<file path="src/rtl/shift_left_pipe.sv">
// Registered lane shifter with valid/ready flow control and a 2-entry output queue.
// Define SLP_ERR_COUNT_EN to add the saturating err_cnt port counting dropped illegal beats.
module shift_left_pipe #(
  parameter int LANE_W    = 12,
  parameter int LANES     = 8,
  parameter int SHIFT_W   = 3,
  parameter int MAX_SHIFT = 5,
  parameter int ERR_CNT_W = 8
) (
  input  logic                      clk,
  input  logic                      rst,
  input  logic                      in_valid,
  output logic                      in_ready,
  input  logic [LANES*LANE_W-1:0]   in_data,
  input  logic [SHIFT_W-1:0]        in_shift,
  input  logic [LANE_W-1:0]         in_fill,
  output logic                      out_valid,
  input  logic                      out_ready,
  output logic [LANES*LANE_W-1:0]   out_data,
  output logic                      err_pulse
`ifdef SLP_ERR_COUNT_EN
  ,
  output logic [ERR_CNT_W-1:0]      err_cnt
`endif
);

  localparam int DATA_W = LANES * LANE_W;

  logic [1:0]        count_reg;
  logic [DATA_W-1:0] head_reg;
  logic [DATA_W-1:0] tail_reg;
  logic              busy_reg;
  logic              err_pulse_reg;

  logic              shift_legal;
  logic              accept;
  logic              push;
  logic              pop;
  logic [DATA_W-1:0] shifted_raw;
  logic [DATA_W-1:0] shifted_word;

  assign shift_legal = int'(in_shift) <= MAX_SHIFT;
  assign shifted_raw = in_data << (int'(in_shift) * LANE_W);

  // Lanes below the shift amount take the fill value instead of the zeros shifted in.
  generate
    for (genvar gi = 0; gi < LANES; gi++) begin : g_lane
      assign shifted_word[gi*LANE_W +: LANE_W] =
        (int'(in_shift) > gi) ? in_fill : shifted_raw[gi*LANE_W +: LANE_W];
    end
  endgenerate

  // busy_reg holds in_ready low throughout reset without looking at rst combinationally.
  assign in_ready  = !busy_reg && (count_reg != 2'd2);
  assign out_valid = (count_reg != 2'd0);
  assign out_data  = head_reg;
  assign err_pulse = err_pulse_reg;

  assign accept = in_valid && in_ready;
  assign push   = accept && shift_legal;
  assign pop    = out_valid && out_ready;

  always_ff @(posedge clk) begin
    if (rst) begin
      count_reg     <= 2'd0;
      head_reg      <= '0;
      tail_reg      <= '0;
      busy_reg      <= 1'b1;
      err_pulse_reg <= 1'b0;
    end else begin
      busy_reg      <= 1'b0;
      err_pulse_reg <= accept && !shift_legal;
      case ({push, pop})
        2'b10: begin
          if (count_reg == 2'd0) head_reg <= shifted_word;
          else                   tail_reg <= shifted_word;
          count_reg <= count_reg + 2'd1;
        end
        2'b01: begin
          if (count_reg == 2'd2) head_reg <= tail_reg;
          count_reg <= count_reg - 2'd1;
        end
        // Push with pop only happens at count 1: the new beat replaces the head.
        2'b11: head_reg <= shifted_word;
        default: ;
      endcase
    end
  end

`ifdef SLP_ERR_COUNT_EN
  logic [ERR_CNT_W-1:0] err_cnt_reg;

  always_ff @(posedge clk) begin
    if (rst) begin
      err_cnt_reg <= '0;
    end else if (err_pulse_reg && (err_cnt_reg != {ERR_CNT_W{1'b1}})) begin
      err_cnt_reg <= err_cnt_reg + 1'b1;
    end
  end

  assign err_cnt = err_cnt_reg;
`endif

endmodule

</file>
<file path="config.mk">
export PLATFORM = sky130hd
export DESIGN_NAME = shift_left_pipe
export DESIGN_NICKNAME = d
export VERILOG_FILES = /design/src/rtl/shift_left_pipe.sv
export SDC_FILE = /design/constraint.sdc
export NUM_CORES = 1
export LEC_CHECK = 0
export CAP_MARGIN = 20
export CORE_UTILIZATION = 31
export DETAILED_ROUTE_END_ITERATION = 10
export SYNTH_ARGS = -nofsm -noshare
export SYNTH_HDL_FRONTEND = slang
export SYNTH_SLANG_ARGS = --single-unit
</file>
<file path="constraint.sdc">
create_clock -name clk -period 9.2 [get_ports clk]
set_input_delay 1.84 -clock clk [delete_from_list [all_inputs] [get_ports clk]]
set_output_delay 1.84 -clock clk [all_outputs]
set_load 0.05 [all_outputs]
</file>
Word level (Yosys, flattened, before mapping)
Index checks and enable logic that the tools add are counted.

Bits of input ports: 115. Register bits after elaboration: 196.

Magnitude comparators: 8. Equality and inequality tests: 7. Shifts and indexed selects: 1. Mux-type cells: 12. Bitwise logic cells: 1. $add $sub $neg: 2. Multiply operators: 1. Reduce and logical (&&, ||, !) cells: 13.

Operator list (number): $pmux 96 s3 (1); $mux 96 (2); $shl 96x7->96 (1); $mux 12 (7); $gt 3x3->1 const B (3); $eq 2x2->1 const B (3); $gt 3x1->1 const B (2); $gt 3x2->1 const B (2); $ne 2x2->1 const B (3); $logic_and 1x1->1 (5); $mul 3x2->5 const B (1); $pmux 2 s2 (1); $reduce_bool 2->1 (2); $le 3x3->1 const B (1); $reduce_and 3->1 (1); $reduce_bool 3->1 (1); $add 2x1->2 const B (1); $eq 2x1->1 const B (1); $logic_not 1->1 (2); $logic_not 2->1 (1); $reduce_and 2->1 (1); $sub 2x1->2 const B (1); $mux 1 (1); $not 1->1 (1).

Logic depth before layout (Yosys ltp)
Gate-level depths: netlist (run 1).

Depth in word-level cells: 7. Depth in mapped cells: 16.

Worst setup path before layout (run 1)
Ideal clock, no wire load.

Path kind: input to register. Start: input in_shift[0]. End: register head_reg[84], in the netlist out_data[84]. Required time: 9121 ps. Path buffers: 7. Arrival time: 4951 ps. Stages on the path: 16. Path slack: 4170 ps. Cells stage by stage: buf_6 -> buf_6 -> buf_6 -> a21oi_1 -> nor2_2 -> buf_2 -> or2_2 -> ha_1 -> clkbuf_1 -> mux2_2 -> o22a_1 -> nor3_1 -> clkbuf_1 -> clkbuf_1 -> o21ai_0 -> a22oi_1.

Word-level cells in the longest chain between the ends: 5.

Ends and longest elaborated chain: start, declared (line 15) `input logic [SHIFT_W-1:0] in_shift,`; branches (longest 5 deep; another with $mul 3x2->5); end signal, assigned (line 75) `if (count_reg == 2'd0) head_reg <= shifted_word;`; end signal, assigned (line 80) `if (count_reg == 2'd2) head_reg <= tail_reg;`; end signal, assigned (line 84) `2'b11: head_reg <= shifted_word;`; end, declared (line 30) `logic [DATA_W-1:0] head_reg;`.

Several ways; the timed one is not identified. The select of a mux whose other input is x is not followed. A chain may end at the register's enable or synchronous reset.

Worst setup path after layout (run 1)
Start: input in_shift[2]. End: register head_reg[68], in the netlist out_data[68].

Word-level cells in the longest chain between the ends: 5.

Ends and longest elaborated chain: $mul 3x2->5 / $le 3x3->1 (equally long branches) (line 43, 42); $shl 96x7->96 / $logic_and 1x1->1 (equally long branches) (line 43, 60); $mux 12, or another cell as far along (line 49) `(int'(in_shift) > gi) ? in_fill : shifted_raw[gi*LANE_W +: LANE_W];`; $mux 96, or another cell as far along (line 75); $pmux 96 s3 / $reduce_and 3->1 (equally long branches).

Several ways; a longest one is shown, not always the timed one. The select of a mux whose other input is x is not followed.

==> impl_metrics.tcl, run 1 <==
set metrics [dict create \
    fin_crit_ns 6.555 \
    rsz0062_at_grt "no" \
    critPathLaunch "in_shift[2]" \
    rr_worst_depth 11 \
    worstReg2RegEnd "out_data[68]$_SDFFE_PP0P_" \
    root_buffer "clkbuf_16" \
    port-buffer-count 213 \
    htree_levels 4 \
    min_from "tail_reg[2]$_SDFFE_PP0P_" \
    rrSetupSlack_ns 4.88 \
    dpl_cell_area_um2 16100 \
    area_delta_synth_final_pct 21.46 \
    die_w_um 212.6 \
    peakVddDrop_v 0.0001348 \
    io-pin-count 214 \
    cts_resized 0 \
    ys.warnings.count 0 \
    via_per_inst 6.294 \
    grt-ovfl-total 0 \
    std_cell_rows 76 \
    synth_common_cells "dfxtp_1 (196), nand2_1 (147), clkbuf_1 (115)" \
    path_clk_slew_ns 0.08 \
    drt-pass1-iter-count 7 \
    grt_pass1_wl_mm 87.59 \
    crit_type "in -> reg" \
    hold_violations 0 \
    synth.most_common_cell "dfxtp_1" \
    status "complete, no violations" \
    synthCells 1562 \
    clock_skew_ns 0.01056 \
    fill_cells 4432 \
    async_reset_ff_share_pct 0 \
    start_kind "input port" \
    fmax_ghz 0.1526 \
    grt_pass1_vias 12743 \
    synthTopCellsByArea "dfxtp_1 (29%), mux4_2 (12%), mux2i_1 (6.0%), o21ai_0 (4.2%), nand2_1 (4.0%)" \
    final_layout_size_suffix_gt1_share_pct 11.45 \
    clockBufferDepth 2 \
    final_nets 1783 \
    hold-path-endpoint "tail_reg[2]$_SDFFE_PP0P_" \
    initial_core_util_pct 31.70 \
    leakagePower_nw 5.882 \
    cp.required_ns 9.58 \
    synth_nets 1690 \
    synth_top_area_cell "dfxtp_1" \
    cts_num_sinks 196 \
    finalWirelength_mm 60.20 \
    die-area_um2 45180 \
    insertion_delay_ns 0.46 \
    core_um2 43360 \
    synth_ff_type "dfxtp_1" \
    drcViolationCount 0 \
    synth_cell_types 74 \
    maxCapViolCount 0 \
    synth_mux_area_share_pct 22.49 \
    fin_area_um2 16690 \
    fin_util_pct 38.50 \
    netlist_area_um2 13740 \
    cp_max_fo 43 \
    seq_area_frac_synth_pct 28.55 \
    min_path_cells 2 \
    cts_setup_buffers 0 \
    grt_antenna_before_repair 1 \
    synth-edff-count 0 \
    place.gp.congestion 1.004 \
    drtAntennaViolNets 0 \
    p_per_area_nw_per_um2 235.3 \
    max-slew-margin-rel_pct 29.26 \
    cts_buffers 17 \
    setup_tns_ns 0 \
    cts_tree "done" \
    ys_ff_latch 196 \
    synth.avg_cell_area_um2 8.799 \
    maxSlewViolCount 0 \
    worst_setup_path_end_kind "register" \
    r2r_start "count_reg[0]$_SDFFE_PP0P_" \
    synth-adder-area-share_pct 1.238 \
    fin_total_pwr_mw 3.928 \
    vias 14186 \
    synth_top_family_by_area "compound AO/OA/AOI/OAI gates" \
    track_usage_pct 26.26 \
    synth-simple-area-share_pct 15.37 \
    die_h_um 212.6 \
    avgRoutedWirePerCell_um 26.71 \
    hold_class "reg -> reg" \
    synth_compound_area_share_pct 25.90 \
    grt_max_degree 90 \
    ctsHoldBuffers 0 \
    drt_iter0_markers 1780 \
    yosysTopAreaCellShare_pct 28.55 \
    synth_xor_area_share_pct 0.4552 \
    crit_arrival_ns 6.93 \
    post-route-period-util_pct 71.25 \
    worst_pin_slew_ns 1.061 \
    dp_hpwl_mm 44.19 \
    setup_viol 0 \
]
[critical path: stages]
cell and delay [ns]:
clkdlybuf4s50_1 0.75, ha_1 0.45, a21oi_1 0.43, nor2_2 0.05
buf_4 0.25, or2_2 0.38, ha_4 0.31, mux2_2 0.34
o22a_1 0.23, nor3_2 0.58, buf_4 0.48, nand2_1 0.48
o22ai_1 0.31
[routing by layer]
layer / vias up / wire length, um / track usage [%]
li1: 6211 / - / -
met1: 7058 / 27130 / 38.82
met2: 815 / 26040 / 38.22
met3: 102 / 5581 / 5.258
met4: 0 / 1450 / 7.244
met5: - / 0 / 0
[report_power, final]
| part | total [mW] | internal, mW | switching (mW) |
|---|---|---|---|
| Clock | 0.765 | 0.397 | 0.368 |
| Sequential | 1.14 | 1.02 | 0.124 |
| Combinational | 2.02 | 0.672 | 1.35 |
[per-stage QoR]
step	setup slack (ns)	hold slack [ns]	instances
final	2.645	0.4574	2254
after global routing	2.407	0.4746	2253
after CTS	2.754	0.4569	2252
after detailed placement	2.269	0.4473	2220
after global placement	2.429	0.4411	2220
after floorplan	4.170	0.4357	1562
[cells in the final DEF, fill, tap and decap left out, types with 21 or more instances in the layout]
cell type	n
nor2_1	113
o22ai_1	28
a31oi_1	36
mux4_2	74
nor3_1	62
nand2_1	146
buf_4	28
clkdlybuf4s50_1	211
nand3_1	37
mux2i_1	82
a32o_1	21
o21ai_0	114
nand2b_1	33
a21oi_1	88
o211a_1	23
dfxtp_1	196
mux2_2	28
a211oi_1	47
[kinds of logic (layout without fill, tap and decap cells)]
kind of cell,Yosys count,after routing
XOR/XNOR,5,5
multiplexers,195,195
flip-flops,196,196
buffers and inverters,179,285
other,0,1
AND/OR/NAND/NOR,458,458
AO/OA/AOI/OAI,516,516
adder cells (fa/ha/maj),13,13
[worst max-delay path by stage]
stage	to	depth (start not counted)
floorplan	out_data[84]$_SDFFE_PP0P_	16
global placement	out_data[70]$_SDFFE_PP0P_	13
detailed placement	out_data[68]$_SDFFE_PP0P_	13
CTS	out_data[68]$_SDFFE_PP0P_	13
global route	out_data[68]$_SDFFE_PP0P_	13
finish	out_data[68]$_SDFFE_PP0P_	13
[layout make-up]
cell class / instances / area [um^2] / share of cell area (%)
Multi-Input combinational cell: 1187 / 9071 / 54.34
Sequential cell: 196 / 3924 / 23.50
Timing Repair Buffer: 240 / 2327 / 13.94
Tap cell: 585 / 732.0 / 4.385
Clock buffer: 19 / 452.9 / 2.713
Clock inverter: 13 / 132.6 / 0.7945
Inverter: 13 / 51.30 / 0.3073
Antenna cell: 1 / 2.502 / 0.01499
Power figures use the tool's default switching activity.
==> run 2, diff against run 1 <==
==> constraint.sdc (replaced) <==
create_clock -name clk -period 6.4 [get_ports clk]
set_input_delay 1.28 -clock clk [delete_from_list [all_inputs] [get_ports clk]]
set_output_delay 1.28 -clock clk [all_outputs]
set_load 0.05 [all_outputs]
==> impl_metrics.tcl, run 2 (same netlist as run 1, synthesis figures left out) <==
set metrics [dict create \
    path_cells "clkdlybuf4s50_1 -> ha_1 -> a21oi_1 -> nor2_2 -> or2_2 -> ha_4 -> buf_4 -> clkinv_1 -> nand2_1 -> o21ai_0" \
    die_h_um 212.6 \
    setup_viol 0 \
    regArea_um2 3924 \
    critPathBufInv 3 \
    antennaDiodeCount 0 \
    dp_hpwl_mm 45.49 \
    post-route-period-util_pct 83.70 \
    clockBufferDepth 2 \
    status "complete, no violations" \
    critPathLaunch "in_shift[2]" \
    insertion_delay_ns 0.45 \
    fill_cells 4422 \
    multi_input_comb_area_um2 9066 \
    worstReg2RegEnd "out_data[47]$_SDFFE_PP0P_" \
    final_layout_size_suffix_gt1_share_pct 12.49 \
    min_from "out_data[21]$_SDFFE_PP0P_" \
    cts_tree "done" \
    hold_violations 0 \
    finalWirelength_mm 59.86 \
    rrSetupSlack_ns 2.82 \
    clock_skew_ns 0.01280 \
    rr_worst_depth 11 \
    dpl.cell_count 2242 \
    via_per_inst 6.147 \
    grt_pass1_wl_mm 87.76 \
    highest_layer "met4" \
    r2r_start "count_reg[0]$_SDFFE_PP0P_" \
    final_nets 1805 \
    avgRoutedWirePerCell_um 26.31 \
    wl_met2_mm 26.12 \
    rsz0062_at_grt "no" \
    p_per_area_nw_per_um2 335.1 \
    fin_crit_ns 5.357 \
    place.gp.congestion 0.9777 \
    track_usage_pct 26.27 \
    grt_max_degree 116 \
    worst_pin_slew_ns 1.077 \
    cp.required_ns 6.70 \
    path_clk_slew_ns 0.07 \
    cts_buffers 17 \
    grt_antenna_before_repair 0 \
    whs_ns 0.4650 \
    peakVddDrop_v 0.0001925 \
    io-pin-count 214 \
    drt-pass1-iter-count 7 \
    port-buffer-count 213 \
    ctsHoldBuffers 0 \
    grt_pass1_vias 12837 \
    critPathSlowestCell "clkdlybuf4s50_1" \
    critPathTopFamily "buffers and inverters" \
    wl_met1_mm 27.77 \
    most-common-layout-cells "clkdlybuf4s50_1 (211), dfxtp_1 (196), nand2_1 (147), o21ai_0 (114), nor2_1 (114)" \
    area_delta_synth_final_pct 22.92 \
    dr_wl_met3_mm 4.603 \
    die-area_um2 45180 \
    drtAntennaViolNets 0 \
    cts_resized 0 \
    drcViolationCount 0 \
    htree_levels 4 \
    cts_num_sinks 196 \
    crit_arrival_ns 5.66 \
    maxSlewViolCount 0 \
    die_w_um 212.6 \
    leakagePower_nw 6.000 \
    cts_setup_buffers 0 \
    grt-ovfl-total 0 \
    cp_max_fo 46 \
    fmax_ghz 0.1867 \
    maxCapViolCount 0 \
    worst_setup_path_end_kind "register" \
    core_um2 43360 \
    final_common_cell "clkdlybuf4s50_1" \
    hold-path-endpoint "out_data[21]$_SDFFE_PP0P_" \
    min_path_cells 2 \
    critPathMaxStageDelay_ns 0.89 \
    drt_iter0_markers 1517 \
    std_cell_rows 76 \
    max-slew-margin-rel_pct 27.45 \
    initial_core_util_pct 31.70 \
    hold_class "reg -> reg" \
    setup_tns_ns 0 \
    final_cells 2275 \
    vias 13985 \
    root_buffer "clkbuf_16" \
    start_kind "input port" \
    crit_type "in -> reg" \
]
[run 2: cell count changes in the layout (fill, tap and decap cells not counted), sizes merged]
cell,previous run,this run
buf,29,51
clkinv,4,6
clkbuf,19,18
diode,1,0
inv,19,18
[run 2: how the worst max path moves through the flow]
stage / slack, ns / depth (start not counted) / end
floorplan: 1.93 / 16 / out_data[84]$_SDFFE_PP0P_
global placement: 0.75 / 8 / out_data[38]$_SDFFE_PP0P_
detailed placement: 0.64 / 10 / out_data[83]$_SDFFE_PP0P_
CTS: 1.12 / 10 / out_data[83]$_SDFFE_PP0P_
global route: 0.77 / 10 / out_data[83]$_SDFFE_PP0P_
finish: 1.04 / 10 / out_data[83]$_SDFFE_PP0P_
[run 2: cell type report]
type	instances	share of cell area (%)
clock buffers	18	2.599
clock inverters	14	0.9776
inverters	13	0.3036
multi-input cells	1187	53.66
flip-flops and latches	196	23.22
well taps	585	4.332
repair buffers	262	14.90
[run 2: where the power goes]
group	switching (mW)	leakage [nW]	total, mW	internal (mW)
Combinational	1.93	4.11	2.93	0.997
Sequential	0.168	1.59	1.63	1.47
Clock	0.530	0.292	1.10	0.569
Total	2.63	6.00	5.66	3.03
[run 2: worst min-delay path: stages (launching register included)]
cell     delay [ns]
dfxtp_1        0.33
nand2_1        0.05
o21ai_0        0.06
[run 2: per-stage QoR]
stage                     utilization [%]  cell area [um^2]  total power, mW  setup slack [ns]
after floorplan                         -             13740            3.483             1.930
final                               38.96             16900            5.661             1.043
after CTS                           38.95             16890            5.654             1.115
after global routing                38.96             16900            5.906            0.7747
after global placement              37.56             16290            4.528            0.7541
after detailed placement            37.56             16290            4.551            0.6436
[run 2: layer usage]
| layer | vias up | track usage, % |
|---|---|---|
| li1 | 6269 | - |
| met5 | - | 0 |
| met4 | 0 | 7.293 |
| met1 | 6967 | 38.88 |
| met2 | 697 | 39.15 |
| met3 | 52 | 3.959 |
==> run 3, diff against run 2 <==
==> constraint.sdc (replaced) <==
create_clock -name clk -period 5.1 [get_ports clk]
set_input_delay 1.02 -clock clk [delete_from_list [all_inputs] [get_ports clk]]
set_output_delay 1.02 -clock clk [all_outputs]
set_load 0.05 [all_outputs]
==> impl_metrics.tcl, run 3 (same netlist as run 1, synthesis figures left out) <==
set metrics [dict create \
    dp_hpwl_mm 45.35 \
    antennaDiodeCount 0 \
    rsz0062_at_grt "no" \
    dp_slack_ns 0.2499 \
    dpl.cell_count 2271 \
    fill_cells 4445 \
    grt-ovfl-total 0 \
    final_nets 1833 \
    insertion_delay_ns 0.46 \
    fin_util_pct 39.54 \
    maxSlewViolCount 0 \
    max-slew-margin-rel_pct 28.39 \
    hold_violations 0 \
    place.gp.congestion 1.025 \
    avgRoutedWirePerCell_um 25.79 \
    dr_wl_met3_mm 4.918 \
    fmax_ghz 0.2243 \
    most-common-layout-cells "clkdlybuf4s50_1 (211), dfxtp_1 (196), nand2_1 (147), o21ai_0 (114), nor2_1 (114)" \
    fin_area_um2 17140 \
    drcViolationCount 0 \
    crit_arrival_ns 4.76 \
    clock_skew_ns 0.01176 \
    cts_tree "done" \
    peakVddDrop_v 0.0002486 \
    start_kind "input port" \
    final_cells 2303 \
    leakagePower_nw 6.149 \
    status "complete, no violations" \
    ctsHoldBuffers 0 \
    finalWirelength_mm 59.40 \
    grt_antenna_before_repair 0 \
    drt_iter0_markers 1644 \
    htree_levels 4 \
    cts_buffers 17 \
    die_w_um 212.6 \
    vias 14228 \
    maxCapViolCount 0 \
    path_clk_slew_ns 0.08 \
    final_layout_size_suffix_gt1_share_pct 13.85 \
    cts_resized 0 \
    core_um2 43360 \
    p_per_area_nw_per_um2 417.3 \
    regArea_um2 3924 \
    multi_input_comb_area_um2 9066 \
    final_common_cell "clkdlybuf4s50_1" \
    worst_pin_slew_ns 1.074 \
    whs_ns 0.4568 \
    initial_core_util_pct 31.70 \
    highest_layer "met4" \
    area_delta_synth_final_pct 24.73 \
    wl_met2_mm 25.63 \
    clockBufferDepth 2 \
    cp.required_ns 5.40 \
    grt_pass1_vias 13360 \
    die_h_um 212.6 \
    cts_setup_buffers 0 \
    dpl_cell_area_um2 16570 \
    io-pin-count 214 \
    setup_tns_ns 0 \
    cts_num_sinks 196 \
    fin_total_pwr_mw 7.154 \
    wl_met1_mm 26.81 \
    hold_class "reg -> reg" \
    die-area_um2 45180 \
    drt-pass1-iter-count 6 \
    worst_setup_path_end_kind "register" \
    root_buffer "clkbuf_16" \
    via_per_inst 6.178 \
    crit_type "in -> reg" \
    grt_max_degree 106 \
    cp_max_fo 15 \
    track_usage_pct 26.14 \
    grt_pass1_wl_mm 87.75 \
    post-route-period-util_pct 87.42 \
    fin_crit_ns 4.459 \
    drtAntennaViolNets 0 \
    setup_viol 0 \
    port-buffer-count 213 \
    worst_slack_ns 0.6414 \
    std_cell_rows 76 \
]
run 3: power breakdown:
| group | switching [mW] | internal, mW | leakage (nW) |
|---|---|---|---|
| combinational | 2.43 | 1.32 | 4.27 |
| sequential | 0.219 | 1.84 | 1.59 |
| clock | 0.659 | 0.687 | 0.284 |
| total | 3.31 | 3.85 | 6.15 |
run 3: metal layers:
| metal | GRT usage [%] | up-vias |
|---|---|---|
| li1 | - | 6317 |
| met1 | 37.72 | 7014 |
| met2 | 38.83 | 792 |
| met3 | 4.490 | 105 |
| met4 | 9.228 | 0 |
| met5 | 0 | - |
run 3: layout make-up:
class                   count  area share, %
clock buffers              21          2.744
multi-input cells        1187          52.88
well taps                 585          4.269
flip-flops and latches    196          22.89
repair buffers            290          16.29
clock inverters            11         0.6276
inverters                  13         0.2992
run 3: worst max-delay path: stages:
cell and delay [ns]:
clkdlybuf4s50_1 0.61, buf_4 0.27, clkinv_1 0.14, fa_4 1.03
buf_4 0.26, mux2i_1 0.40, nor2_1 0.09, a2111oi_1 0.78
a211oi_1 0.15
run 3: final timing paths:
path / start / endpoint / slack (ns) / depth (start not counted)
worst min register to register: tail_reg[3]$_SDFFE_PP0P_ / tail_reg[3]$_SDFFE_PP0P_ / 0.46 / 2
worst max register to register: count_reg[0]$_SDFFE_PP0P_ / tail_reg[39]$_SDFFE_PP0P_ / 1.72 / 10
worst min-delay path: tail_reg[3]$_SDFFE_PP0P_ / tail_reg[3]$_SDFFE_PP0P_ / 0.46 / 2
worst max-delay path: in_shift[2] / out_data[64]$_SDFFE_PP0P_ / 0.64 / 9
